### src/rtl/fpu_pkg.sv
// Shared FPU definitions: op encoding, output-stage states, class-mask bits.
// Consumed by sign_inject_pipe and fp_classify.
package fpu_pkg;

    typedef enum logic [1:0] {
        OP_SGNJ  = 2'b00,
        OP_SGNJN = 2'b01,
        OP_SGNJX = 2'b10,
        OP_CLASS = 2'b11
    } fpu_op_e;

    typedef enum logic [1:0] {
        ST_EMPTY = 2'b00,
        ST_HALF  = 2'b01,
        ST_FULL  = 2'b10
    } ostage_e;

    localparam int CLS_W        = 10;
    localparam int CLS_NEG_INF  = 0;
    localparam int CLS_NEG_NORM = 1;
    localparam int CLS_NEG_SUB  = 2;
    localparam int CLS_NEG_ZERO = 3;
    localparam int CLS_POS_ZERO = 4;
    localparam int CLS_POS_SUB  = 5;
    localparam int CLS_POS_NORM = 6;
    localparam int CLS_POS_INF  = 7;
    localparam int CLS_SNAN     = 8;
    localparam int CLS_QNAN     = 9;

endpackage

### src/rtl/fp_classify.sv
// Combinational RISC-V FCLASS mask for a parametrised IEEE-style operand.
// Only instantiated when SIGN_INJECT_CLASS_EN is defined.
module fp_classify
    import fpu_pkg::*;
#(
    parameter int EXP_WIDTH  = 8,
    parameter int MANT_WIDTH = 24
) (
    input  logic [EXP_WIDTH+MANT_WIDTH-1:0] op_i,
    output logic [CLS_W-1:0]                mask_o
);

    localparam int W  = EXP_WIDTH + MANT_WIDTH;
    localparam int FW = MANT_WIDTH - 1;

    logic                 sign;
    logic [EXP_WIDTH-1:0] expo;
    logic [FW-1:0]        frac;
    logic                 exp_max;
    logic                 exp_zero;
    logic                 frac_zero;

    assign sign      = op_i[W-1];
    assign expo      = op_i[W-2 -: EXP_WIDTH];
    assign frac      = op_i[FW-1:0];
    assign exp_max   = &expo;
    assign exp_zero  = ~|expo;
    assign frac_zero = ~|frac;

    // The MSB of the stored fraction is the quiet bit for NaNs.
    always_comb begin
        mask_o = '0;
        if (exp_max && !frac_zero) begin
            if (frac[FW-1]) mask_o[CLS_QNAN] = 1'b1;
            else            mask_o[CLS_SNAN] = 1'b1;
        end else if (exp_max) begin
            if (sign) mask_o[CLS_NEG_INF] = 1'b1;
            else      mask_o[CLS_POS_INF] = 1'b1;
        end else if (exp_zero && frac_zero) begin
            if (sign) mask_o[CLS_NEG_ZERO] = 1'b1;
            else      mask_o[CLS_POS_ZERO] = 1'b1;
        end else if (exp_zero) begin
            if (sign) mask_o[CLS_NEG_SUB] = 1'b1;
            else      mask_o[CLS_POS_SUB] = 1'b1;
        end else begin
            if (sign) mask_o[CLS_NEG_NORM] = 1'b1;
            else      mask_o[CLS_POS_NORM] = 1'b1;
        end
    end

endmodule

### src/rtl/sign_inject_pipe.sv
// FP sign-injection unit with 1-cycle latency and a 2-entry skid output stage.
// Define SIGN_INJECT_CLASS_EN to enable the FCLASS op (op 11).
module sign_inject_pipe
    import fpu_pkg::*;
#(
    parameter int EXP_WIDTH  = 8,
    parameter int MANT_WIDTH = 24,
    parameter int TAG_WIDTH  = 4
) (
    input  logic                            clk,
    input  logic                            rst,
    input  logic                            in_valid,
    output logic                            in_ready,
    input  logic [EXP_WIDTH+MANT_WIDTH-1:0] in_a,
    input  logic [EXP_WIDTH+MANT_WIDTH-1:0] in_b,
    input  logic [1:0]                      in_op,
    input  logic [TAG_WIDTH-1:0]            in_tag,
    output logic                            out_valid,
    input  logic                            out_ready,
    output logic [EXP_WIDTH+MANT_WIDTH-1:0] out_result,
    output logic [TAG_WIDTH-1:0]            out_tag,
    output logic                            out_illegal
);

    localparam int W = EXP_WIDTH + MANT_WIDTH;

    ostage_e              state_q, state_d;
    logic [W-1:0]         main_res_q, main_res_d;
    logic [TAG_WIDTH-1:0] main_tag_q, main_tag_d;
    logic                 main_ill_q, main_ill_d;
    logic [W-1:0]         skid_res_q, skid_res_d;
    logic [TAG_WIDTH-1:0] skid_tag_q, skid_tag_d;
    logic                 skid_ill_q, skid_ill_d;

    logic [W-1:0] new_res;
    logic         new_ill;
    logic         push;
    logic         pop;
    logic         unused_b;

    // Only the sign of b is consumed.
    assign unused_b = ^in_b[W-2:0];

`ifdef SIGN_INJECT_CLASS_EN
    logic [CLS_W-1:0] cls_mask;

    fp_classify #(
        .EXP_WIDTH  (EXP_WIDTH),
        .MANT_WIDTH (MANT_WIDTH)
    ) u_classify (
        .op_i   (in_a),
        .mask_o (cls_mask)
    );
`endif

    always_comb begin
        new_res = '0;
        new_ill = 1'b0;
        unique case (fpu_op_e'(in_op))
            OP_SGNJ:  new_res = {in_b[W-1], in_a[W-2:0]};
            OP_SGNJN: new_res = {~in_b[W-1], in_a[W-2:0]};
            OP_SGNJX: new_res = {in_a[W-1] ^ in_b[W-1], in_a[W-2:0]};
            OP_CLASS: begin
`ifdef SIGN_INJECT_CLASS_EN
                new_res = W'(cls_mask);
`else
                new_ill = 1'b1;
`endif
            end
            default: ;
        endcase
    end

    assign in_ready    = (state_q != ST_FULL);
    assign out_valid   = (state_q != ST_EMPTY);
    assign out_result  = main_res_q;
    assign out_tag     = main_tag_q;
    assign out_illegal = main_ill_q;

    assign push = in_valid & in_ready;
    assign pop  = out_valid & out_ready;

    always_comb begin
        state_d    = state_q;
        main_res_d = main_res_q;
        main_tag_d = main_tag_q;
        main_ill_d = main_ill_q;
        skid_res_d = skid_res_q;
        skid_tag_d = skid_tag_q;
        skid_ill_d = skid_ill_q;
        unique case (state_q)
            ST_EMPTY: begin
                if (push) begin
                    state_d    = ST_HALF;
                    main_res_d = new_res;
                    main_tag_d = in_tag;
                    main_ill_d = new_ill;
                end
            end
            ST_HALF: begin
                if (push && pop) begin
                    main_res_d = new_res;
                    main_tag_d = in_tag;
                    main_ill_d = new_ill;
                end else if (push) begin
                    state_d    = ST_FULL;
                    skid_res_d = new_res;
                    skid_tag_d = in_tag;
                    skid_ill_d = new_ill;
                end else if (pop) begin
                    state_d = ST_EMPTY;
                end
            end
            ST_FULL: begin
                // in_ready is low here, so only a pop can occur.
                if (pop) begin
                    state_d    = ST_HALF;
                    main_res_d = skid_res_q;
                    main_tag_d = skid_tag_q;
                    main_ill_d = skid_ill_q;
                end
            end
            default: state_d = ST_EMPTY;
        endcase
    end

    always_ff @(posedge clk or posedge rst) begin
        if (rst) begin
            state_q    <= ST_EMPTY;
            main_res_q <= '0;
            main_tag_q <= '0;
            main_ill_q <= 1'b0;
            skid_res_q <= '0;
            skid_tag_q <= '0;
            skid_ill_q <= 1'b0;
        end else begin
            state_q    <= state_d;
            main_res_q <= main_res_d;
            main_tag_q <= main_tag_d;
            main_ill_q <= main_ill_d;
            skid_res_q <= skid_res_d;
            skid_tag_q <= skid_tag_d;
            skid_ill_q <= skid_ill_d;
        end
    end

endmodule

### config.mk
export PLATFORM = sky130hd
export DESIGN_NAME = sign_inject_pipe
export DESIGN_NICKNAME = d
export VERILOG_FILES = /design/src/rtl/fpu_pkg.sv /design/src/rtl/fp_classify.sv /design/src/rtl/sign_inject_pipe.sv
export SDC_FILE = /design/constraint.sdc
export NUM_CORES = 1
export LEC_CHECK = 0
export CAP_MARGIN = 20
export CORE_MARGIN = 8
export CORE_UTILIZATION = 30
export DETAILED_ROUTE_END_ITERATION = 7
export GPL_TIMING_DRIVEN = 0
export PLACE_DENSITY_LB_ADDON = 0.25
export REMOVE_ABC_BUFFERS = 1
export SLEW_MARGIN = 20
export SYNTH_ARGS = -nofsm -noshare
export SYNTH_HDL_FRONTEND = slang
export SYNTH_SLANG_ARGS = --single-unit
### constraint.sdc
create_clock -name clk -period 5.2 [get_ports clk]
set_clock_uncertainty 0.2 [all_clocks]
set_input_delay 1.3 -clock clk [delete_from_list [all_inputs] [get_ports clk]]
set_output_delay 1.3 -clock clk [all_outputs]
set_load 0.005 [all_outputs]
==> results.py, run 1 <==
metrics = {
    "timing": {
        "fin_crit_sh_pct": 72.50,
        "slew_headroom_pct": 54.20,
        "slew_violations": 0,
        "hold_slack_ns": 0.2761,
        "period_minus_slack_ns": 3.770,
        "fmaxAchievable_mhz": 265.3,
        "rsz0062_at_grt": "no",
        "setup_viol": 0,
        "finalHoldViolCount": 0,
        "max_slew.worst_pin.slew_ns": 0.6870,
    },
    "drt": {
        "wirelength_mm": 9.093,
        "vias": 2800,
        "drt_iter0_markers": 101,
        "via_per_inst": 4.620,
        "drc": 0,
        "wl_per_cell_um": 15.00,
        "ant_nets": 0,
        "drt-pass1-iter-count": 4,
    },
    "global_routing": {
        "grt.overflow.total": 0,
        "grt_pass1_wl_mm": 15.48,
        "grt_pass1_vias": 3006,
        "grt_usage_pct": 12.08,
        "antenna_found_initial": 0,
        "grt_max_degree": 42,
    },
    "clock_network": {
        "cts.htree.levels": 3,
        "ctsHoldBuffers": 0,
        "cts-resized-gates": 0,
        "cts_setup_buffers": 0,
        "cts.path.max_buffers": 2,
        "tritoncts": "yes",
        "cts_buffers": 9,
        "insertion_delay_ns": 0.34,
        "clkTransAtPathRegs_ns": 0.06,
        "root_buffer": "clkbuf_16",
        "cts.sinks": 76,
    },
    "critical_path": {
        "crit_arrival_ns": 2.27,
        "cp_top_family": "buffers and inverters",
        "crit_path_start_kind": "flip-flop",
        "crit_slowest_cell": "dfrtp_2",
        "max_stage_delay_ns": 0.80,
        "cp.required_ns": 3.70,
        "worst-path-buf-inv": 2,
        "worst_setup_path_end_kind": "output pin",
        "critPathMaxFanout": 38,
        "path_class": "reg -> out",
        "path_cells": "nor2b_4 -> inv_4 -> clkdlybuf4s50_1",
    },
    "power_and_ir_drop": {
        "p_leak_nw": 2.375,
        "ir_drop_v": 0.0001545,
        "power.density_nw_per_um2": 443.5,
    },
    "cells_and_area": {
        "syn2layout_area_growth_pct": 35.01,
        "final-instance-count-excl-fill": 606,
        "fill_cells": 1211,
        "seqCellArea_sq_um": 1904,
        "fin_util_pct": 41.81,
        "diodes": 0,
        "drive_above_1_share_pct": 9.132,
        "nNetsFinal": 507,
        "multi_input_area_sq_um": 1558,
    },
    "synthesis": {
        "yosysWarnings": 0,
        "async_flop_share_pct": 100.0,
        "synth_edf_count": 0,
        "syn_area_per_cell_sq_um": 10.23,
        "ys_top_cells_by_count": "dfrtp_1, nand2_1, o21ai_1, inv_1, mux2i_1",
        "synthCells": 365,
        "synth_top_cell_by_area": "dfrtp_1",
        "yosys-top-cells-area": "dfrtp_1, mux2i_1, and3b_1, nand2_1, a31oi_1",
        "synth-seq-cells": 76,
        "yosysSeqAreaShare_pct": 50.92,
        "synthFlopType": "dfrtp_1",
        "synth_top_area_share_pct": 50.92,
        "syn-cell-area_sq_um": 3735,
        "ys_types": 36,
        "yosysMostFrequentCell": "dfrtp_1",
    },
    "status": {
        "status": "finished, final reports clean",
    },
    "worst_hold_path": {
        "hp-class": "reg -> reg",
    },
    "placed_design": {
        "dp.cells": 590,
        "port_buffers": 81,
        "dp_hpwl_mm": 5.856,
        "place.gp.congestion": 0.6934,
    },
    "floorplanning": {
        "start_util_pct": 30.96,
        "row_count": 40,
        "die_area_sq_um": 16280,
        "io_pins": 113,
        "fp.dieH_um": 127.6,
        "die_w_um": 127.6,
        "core_sq_um": 12060,
    },
    "flow_run": {
        "drv_cap": 0,
    },
}
-- cell usage in the layout (no fill, tap or decap), types with 2 or more instances in the layout --
cell type / count
clkdlybuf4s50_1: 81
o21ai_1: 34
buf_16: 3
mux2_4: 6
mux2i_1: 32
dfrtp_2: 2
dfrtp_1: 74
mux2_1: 6
and3b_1: 28
nand3b_1: 2
inv_4: 2
nand2_1: 64
inv_1: 32
clkinv_2: 2
buf_12: 2
a31oi_1: 31
clkbuf_8: 2
clkbuf_16: 9
and3b_2: 3
-- area by class of cell --
class	instances	share of cell area (%)
Clock buffer	12	5.087
Inverter	34	2.630
Tap cell	168	4.169
Multi-Input combinational cell	226	30.89
Sequential cell	76	37.77
Timing Repair Buffer	86	18.51
Clock inverter	4	0.9429
-- power breakdown --
| group | switching, mW | internal (mW) | total (mW) |
|---|---|---|---|
| combinational | 0.255 | 0.395 | 0.651 |
| sequential | 0.135 | 0.804 | 0.939 |
| clock | 0.250 | 0.397 | 0.647 |
-- path summary, 6_finish.rpt --
| path | from | end | slack, ns | depth (start not counted) |
|---|---|---|---|---|
| max reg2reg | state_q[0] | skid_tag_q[2] | 2.83 | 3 |
| max | state_q[0] | in_ready | 1.43 | 3 |
| max in group asynchronous | rst | state_q[1] | 3.03 | 3 |
| min in group asynchronous | rst | out_result[13] | 1.15 | 2 |
| min reg2reg | skid_res_q[16] | skid_res_q[16] | 0.28 | 2 |
| min | skid_res_q[16] | skid_res_q[16] | 0.28 | 2 |
-- kinds of logic (layout without fill, tap and decap cells) --
| kind of cell | count (synthesis) | count (layout) | synth area share [%] |
|---|---|---|---|
| compound gates | 74 | 74 | 11.42 |
| simple gates | 106 | 106 | 16.15 |
| mux | 45 | 45 | 13.10 |
| flops | 76 | 76 | 50.92 |
| buf+inv | 63 | 136 | 8.174 |
| xor+xnor | 1 | 1 | 0.2345 |
-- registers in the layout (all words and copies together), names as in the netlist --
register and count:
skid_res_q 32, state_q 2, skid_ill_q 1, out_tag 4, out_illegal 1, out_result 32, skid_tag_q 4
-- worst register-to-register path: cells and delay by family, from the launching register on --
family | cells | cell delay (ns)
DFF | 1 | 0.80
and+or+nand+nor | 1 | 0.54
buffers and inverters | 1 | 0.37
muxes | 1 | 0.34
-- layer usage --
layer	wire, um	GRT usage (%)	vias to the layer above
met5	0	0	-
li1	-	-	1381
met2	4096	18.71	59
met3	515	3.869	11
met1	4318	14.80	1349
met4	162	6.154	0
-- metrics by stage --
step | setup slack [ns] | cell area, sq um | power (mW) | setup TNS, ns
after global placement | -1.042 | 4581 | 1.582 | -37.37
final | 1.430 | 5042 | 2.237 | 0
after CTS | 1.386 | 5042 | 2.283 | 0
after floorplan | 0.6962 | 3560 | 1.240 | 0
after global routing | 1.262 | 5042 | 2.398 | 0
after detailed placement | 1.737 | 4738 | 1.616 | 0
Power figures use the tool's default switching activity.
==> inputs of run 2 (changes only) <==
Clock period 5.2 ns to 3.5 ns, I/O delays scaled along.
==> results.py, run 2 (synthesis gave the netlist of run 1 again) <==
metrics = {
    "timing": {
        "hold_slack_ns": 0.2761,
        "max_slew.worst_pin.slew_ns": 0.6538,
        "period_minus_slack_ns": 3.315,
        "fin_crit_sh_pct": 94.72,
        "slew_violations": 0,
        "slew_headroom_pct": 56.42,
        "finalHoldViolCount": 0,
        "fmaxAchievable_mhz": 301.6,
        "rsz0062_at_grt": "no",
        "setup_viol": 0,
        "timing.setup.tns_ns": 0,
    },
    "floorplanning": {
        "start_util_pct": 30.96,
        "die_area_sq_um": 16280,
        "io_pins": 113,
        "row_count": 40,
        "die_w_um": 127.6,
        "core_sq_um": 12060,
        "fp.dieH_um": 127.6,
    },
    "placed_design": {
        "port_buffers": 81,
        "place.gp.congestion": 0.6934,
        "dp.cells": 590,
        "dp_hpwl_mm": 5.856,
    },
    "critical_path": {
        "path_cells": "nor2b_4 -> inv_4 -> clkdlybuf4s50_1",
        "crit_path_start_kind": "flip-flop",
        "max_stage_delay_ns": 0.65,
        "path_class": "reg -> out",
        "r2r_start": "state_q[1]",
        "r2r-end": "skid_tag_q[2]",
        "cp.required_ns": 2.42,
        "worst_setup_path_end_kind": "output pin",
        "crit_arrival_ns": 2.24,
        "critPathMaxFanout": 39,
        "reg2reg_depth": 3,
        "crit_slowest_cell": "dfrtp_2",
        "reg2reg_slack_ns": 1.17,
    },
    "global_routing": {
        "grt.overflow.total": 0,
        "grt_pass1_vias": 3006,
        "grt_usage_pct": 12.08,
        "grt_max_degree": 42,
        "antenna_found_initial": 0,
        "grt_pass1_wl_mm": 15.48,
    },
    "drt": {
        "vias": 2801,
        "drt_iter0_markers": 101,
        "drc": 0,
        "via_per_inst": 4.622,
        "ant_nets": 0,
        "drt-pass1-iter-count": 4,
        "wirelength_mm": 9.100,
        "wl_per_cell_um": 15.02,
    },
    "clock_network": {
        "tritoncts": "yes",
        "ctsHoldBuffers": 0,
        "clkTransAtPathRegs_ns": 0.06,
        "cts.path.max_buffers": 2,
        "insertion_delay_ns": 0.34,
        "root_buffer": "clkbuf_16",
        "cts_buffers": 9,
        "cts_setup_buffers": 0,
        "cts.sinks": 76,
        "cts-resized-gates": 0,
        "cts.htree.levels": 3,
    },
    "flow_run": {
        "drv_cap": 0,
    },
    "cells_and_area": {
        "seqCellArea_sq_um": 1907,
        "nNetsFinal": 507,
        "syn2layout_area_growth_pct": 35.08,
        "final_cell_mix": "clkdlybuf4s50_1, dfrtp_1, nand2_1, o21ai_1",
        "diodes": 0,
        "final-instance-count-excl-fill": 606,
        "multi_input_area_sq_um": 1558,
        "drive_above_1_share_pct": 9.132,
        "final_common_cell": "clkdlybuf4s50_1",
        "fill_cells": 1210,
    },
    "power_and_ir_drop": {
        "power.net_switching_uw": 952.6,
        "internal_power_mw": 2.371,
        "swShare_pct": 28.66,
        "p_leak_nw": 2.375,
        "power_frac_comb_pct": 29.1,
        "clockPowerShare_pct": 28.9,
        "power.density_nw_per_um2": 658.9,
        "ir_drop_v": 0.0002302,
        "power_frac_seq_pct": 42.0,
        "finalPower_mw": 3.324,
    },
    "worst_hold_path": {
        "worst_hold_path.endpoint": "skid_res_q[16]",
        "hp-start": "skid_res_q[16]",
        "hp-class": "reg -> reg",
        "hold_depth": 2,
    },
    "status": {
        "status": "finished, final reports clean",
    },
}
[run 2: worst max path at each step]
stage,start,endpoint,slack (ns),cells after the start
after floorplan,out_ready,out_illegal,-0.58,3
after global placement,out_ready,out_tag[2],-2.32,4
after detailed placement,out_ready,skid_tag_q[2],0.46,4
after CTS,state_q[0],in_ready,0.11,3
after global routing,state_q[1],in_ready,0.05,3
final,state_q[1],in_ready,0.18,3
[run 2: layout make-up]
type | instances | area share [%]
timing repair buffer | 86 | 18.50
sequential | 76 | 37.80
inverter | 34 | 2.629
clock inverter | 4 | 0.9425
multi-input combinational | 226 | 30.88
tap | 168 | 4.167
clock buffer | 12 | 5.084
[run 2: power groups by stage]
| stage | Sequential [mW] | Combinational, mW | Clock [mW] |
|---|---|---|---|
| final | 1.40 | 0.966 | 0.961 |
| after global routing | 1.45 | 1.08 | 1.03 |
| after CTS | 1.40 | 0.994 | 0.998 |
| after detailed placement | 1.41 | 0.989 | 0 |
| after global placement | 1.40 | 0.953 | 0 |
| after floorplan | 1.37 | 0.468 | 0 |
[run 2: routing by layer]
metal  global-route usage (%)  vias up  share of wire, %
met2                    18.71       59                45
met4                    6.154        0               1.8
met1                    14.80     1350                48
met5                        0        -                 0
li1                         -     1381                 -
met3                    3.869       11               5.7
[run 2: through the flow]
| stage | instance area, sq um | utilization, % | setup WS, ns |
|---|---|---|---|
| final | 5045 | 41.83 | 0.1847 |
| after global routing | 5045 | 41.83 | 0.04717 |
| after CTS | 5042 | 41.81 | 0.1108 |
| after detailed placement | 4738 | 39.28 | 0.4620 |
| after global placement | 4581 | 37.98 | -2.317 |
| after floorplan | 3560 | - | -0.5788 |
[run 2: critical path, delay by kind of cell, from the launching register on]
kind                   cells  cell delay (ns)
buffers and inverters      2             0.98
AND/OR/NAND/NOR            1             0.26
flip-flops                 1             0.65
==> inputs of run 3 (changes only) <==
Settings changed: CTS_BUF_LIST from default to sky130_fd_sc_hd__clkbuf_4.
==> results.py, run 3 (synthesis gave the netlist of run 1 again) <==
metrics = {
    "power_and_ir_drop": {
        "power_frac_seq_pct": 48.0,
        "internal_power_mw": 1.996,
        "power_frac_comb_pct": 33.3,
        "power.density_nw_per_um2": 595.0,
        "p_leak_nw": 2.298,
        "power.net_switching_uw": 903.4,
        "clockPowerShare_pct": 18.7,
        "ir_drop_v": 0.0002312,
        "swShare_pct": 31.16,
    },
    "cells_and_area": {
        "fill_cells": 1227,
        "final_area_sq_um": 4873,
        "diodes": 0,
        "multi_input_area_sq_um": 1558,
        "drive_above_1_share_pct": 8.904,
        "final_cell_mix": "clkdlybuf4s50_1, dfrtp_1, nand2_1, o21ai_1",
        "final_common_cell": "clkdlybuf4s50_1",
        "seqCellArea_sq_um": 1907,
        "syn2layout_area_growth_pct": 30.49,
        "nNetsFinal": 507,
    },
    "placed_design": {
        "port_buffers": 81,
        "place.gp.congestion": 0.6934,
        "placed_cell_area_sq_um": 4738,
        "dp_hpwl_mm": 5.856,
    },
    "critical_path": {
        "r2r_start": "state_q[1]",
        "crit_path_start_kind": "flip-flop",
        "reg2reg_depth": 3,
        "cp-startpoint": "state_q[1]",
        "crit_arrival_ns": 2.27,
        "path_cells": "nor2b_4 -> inv_6 -> clkdlybuf4s50_1",
        "r2r-end": "skid_tag_q[2]",
        "max_stage_delay_ns": 0.81,
        "cp.required_ns": 2.42,
        "cp-endpoint": "in_ready",
        "critPathMaxFanout": 39,
        "reg2reg_slack_ns": 1.15,
        "path_class": "reg -> out",
        "crit_slowest_cell": "dfrtp_2",
        "worst_setup_path_end_kind": "output pin",
    },
    "clock_network": {
        "ctsHoldBuffers": 0,
        "cts.path.max_buffers": 2,
        "cts_buffers": 9,
        "insertion_delay_ns": 0.44,
        "tritoncts": "yes",
        "cts.sinks": 76,
        "cts_setup_buffers": 0,
        "cts.htree.levels": 3,
        "root_buffer": "clkbuf_4",
        "clkTransAtPathRegs_ns": 0.12,
    },
    "global_routing": {
        "use_met3_pct": 3.577,
        "top_usage_layer": "met2",
        "antenna_found_initial": 0,
        "grt_pass1_vias": 2997,
        "grt_pass1_wl_mm": 15.37,
        "grt_use_met1_pct": 14.75,
        "grt_max_degree": 42,
        "grt.overflow.total": 0,
        "use_met2_pct": 18.67,
        "grt_usage_pct": 11.93,
    },
    "floorplanning": {
        "core_sq_um": 12060,
        "io_pins": 113,
        "die_w_um": 127.6,
        "fp.dieH_um": 127.6,
        "die_area_sq_um": 16280,
        "start_util_pct": 30.96,
        "row_count": 40,
    },
    "drt": {
        "drt-pass1-iter-count": 4,
        "drc": 0,
        "wirelength_mm": 8.974,
        "vias": 2812,
        "ant_nets": 0,
        "drt_iter0_markers": 116,
        "via_per_inst": 4.640,
        "wl_per_cell_um": 14.81,
    },
    "timing": {
        "fmaxAchievable_mhz": 299.1,
        "timing.setup.tns_ns": 0,
        "period_minus_slack_ns": 3.344,
        "slew_violations": 0,
        "slew_headroom_pct": 56.02,
        "max_slew.worst_pin.slew_ns": 0.6597,
        "finalHoldViolCount": 0,
        "setup_viol": 0,
        "fin_crit_sh_pct": 95.54,
    },
    "worst_hold_path": {
        "hp-class": "reg -> reg",
        "hold_depth": 2,
    },
    "flow_run": {
        "drv_cap": 0,
    },
    "status": {
        "status": "finished, final reports clean",
    },
}
## run 3: through the flow
stage | total power, mW | worst slack, ns | utilization (%) | hold WS (ns) | instances
3_5_place_dp | 2.401 | 0.4620 | 39.28 | 0.2684 | 590
3_3_place_gp | 2.350 | -2.317 | 37.98 | 0.2591 | 585
2_1_floorplan | 1.842 | -0.5788 | - | 0.2482 | 336
6_report | 2.900 | 0.1561 | 40.40 | 0.2929 | 606
4_1_cts | 2.967 | 0.002002 | 40.38 | 0.3001 | 606
5_1_grt | 3.135 | -0.003411 | 40.40 | 0.3247 | 606
## run 3: metal layers
metal | part of all wire (%) | routed length, um
met5 | 0 | 0
met4 | 1.9 | 167
met3 | 5.8 | 519
met2 | 45 | 4066
met1 | 47 | 4220
## run 3: how the worst min path moves through the flow
stage,startpoint,slack (ns),endpoint
2_1_floorplan,skid_res_q[17],0.25,skid_res_q[17]
3_3_place_gp,skid_res_q[30],0.26,skid_res_q[30]
3_5_place_dp,skid_res_q[23],0.27,skid_res_q[23]
4_1_cts,skid_res_q[23],0.30,skid_res_q[23]
5_1_grt,out_tag[3],0.32,out_tag[3]
6_report,skid_res_q[16],0.29,skid_res_q[16]
## run 3: power groups by stage
| stage | combinational (mW) | clock [mW] | sequential, mW |
|---|---|---|---|
| floorplan | 0.468 | 0 | 1.37 |
| global placement | 0.953 | 0 | 1.40 |
| detailed placement | 0.989 | 0 | 1.41 |
| CTS | 0.993 | 0.579 | 1.40 |
| global route | 1.08 | 0.609 | 1.44 |
| finish | 0.966 | 0.542 | 1.39 |
## run 3: area by class of cell
class	instances	area share, %
inverter	34	2.773
tap	168	4.313
multi-input combinational	226	31.96
clock inverter	6	1.130
timing repair buffer	86	19.15
clock buffer	10	1.540
sequential	76	39.13
## run 3: what timing repair did
action                     CTS  global route
setup endpoints to repair    1             1
resized for setup            1             1
hold endpoints to repair     0             0
## run 3: critical path: cells and delay by family (launching register included)
family,cells,cell delay [ns]
simple gates,1,0.35
flops,1,0.81
buf+inv,2,0.65
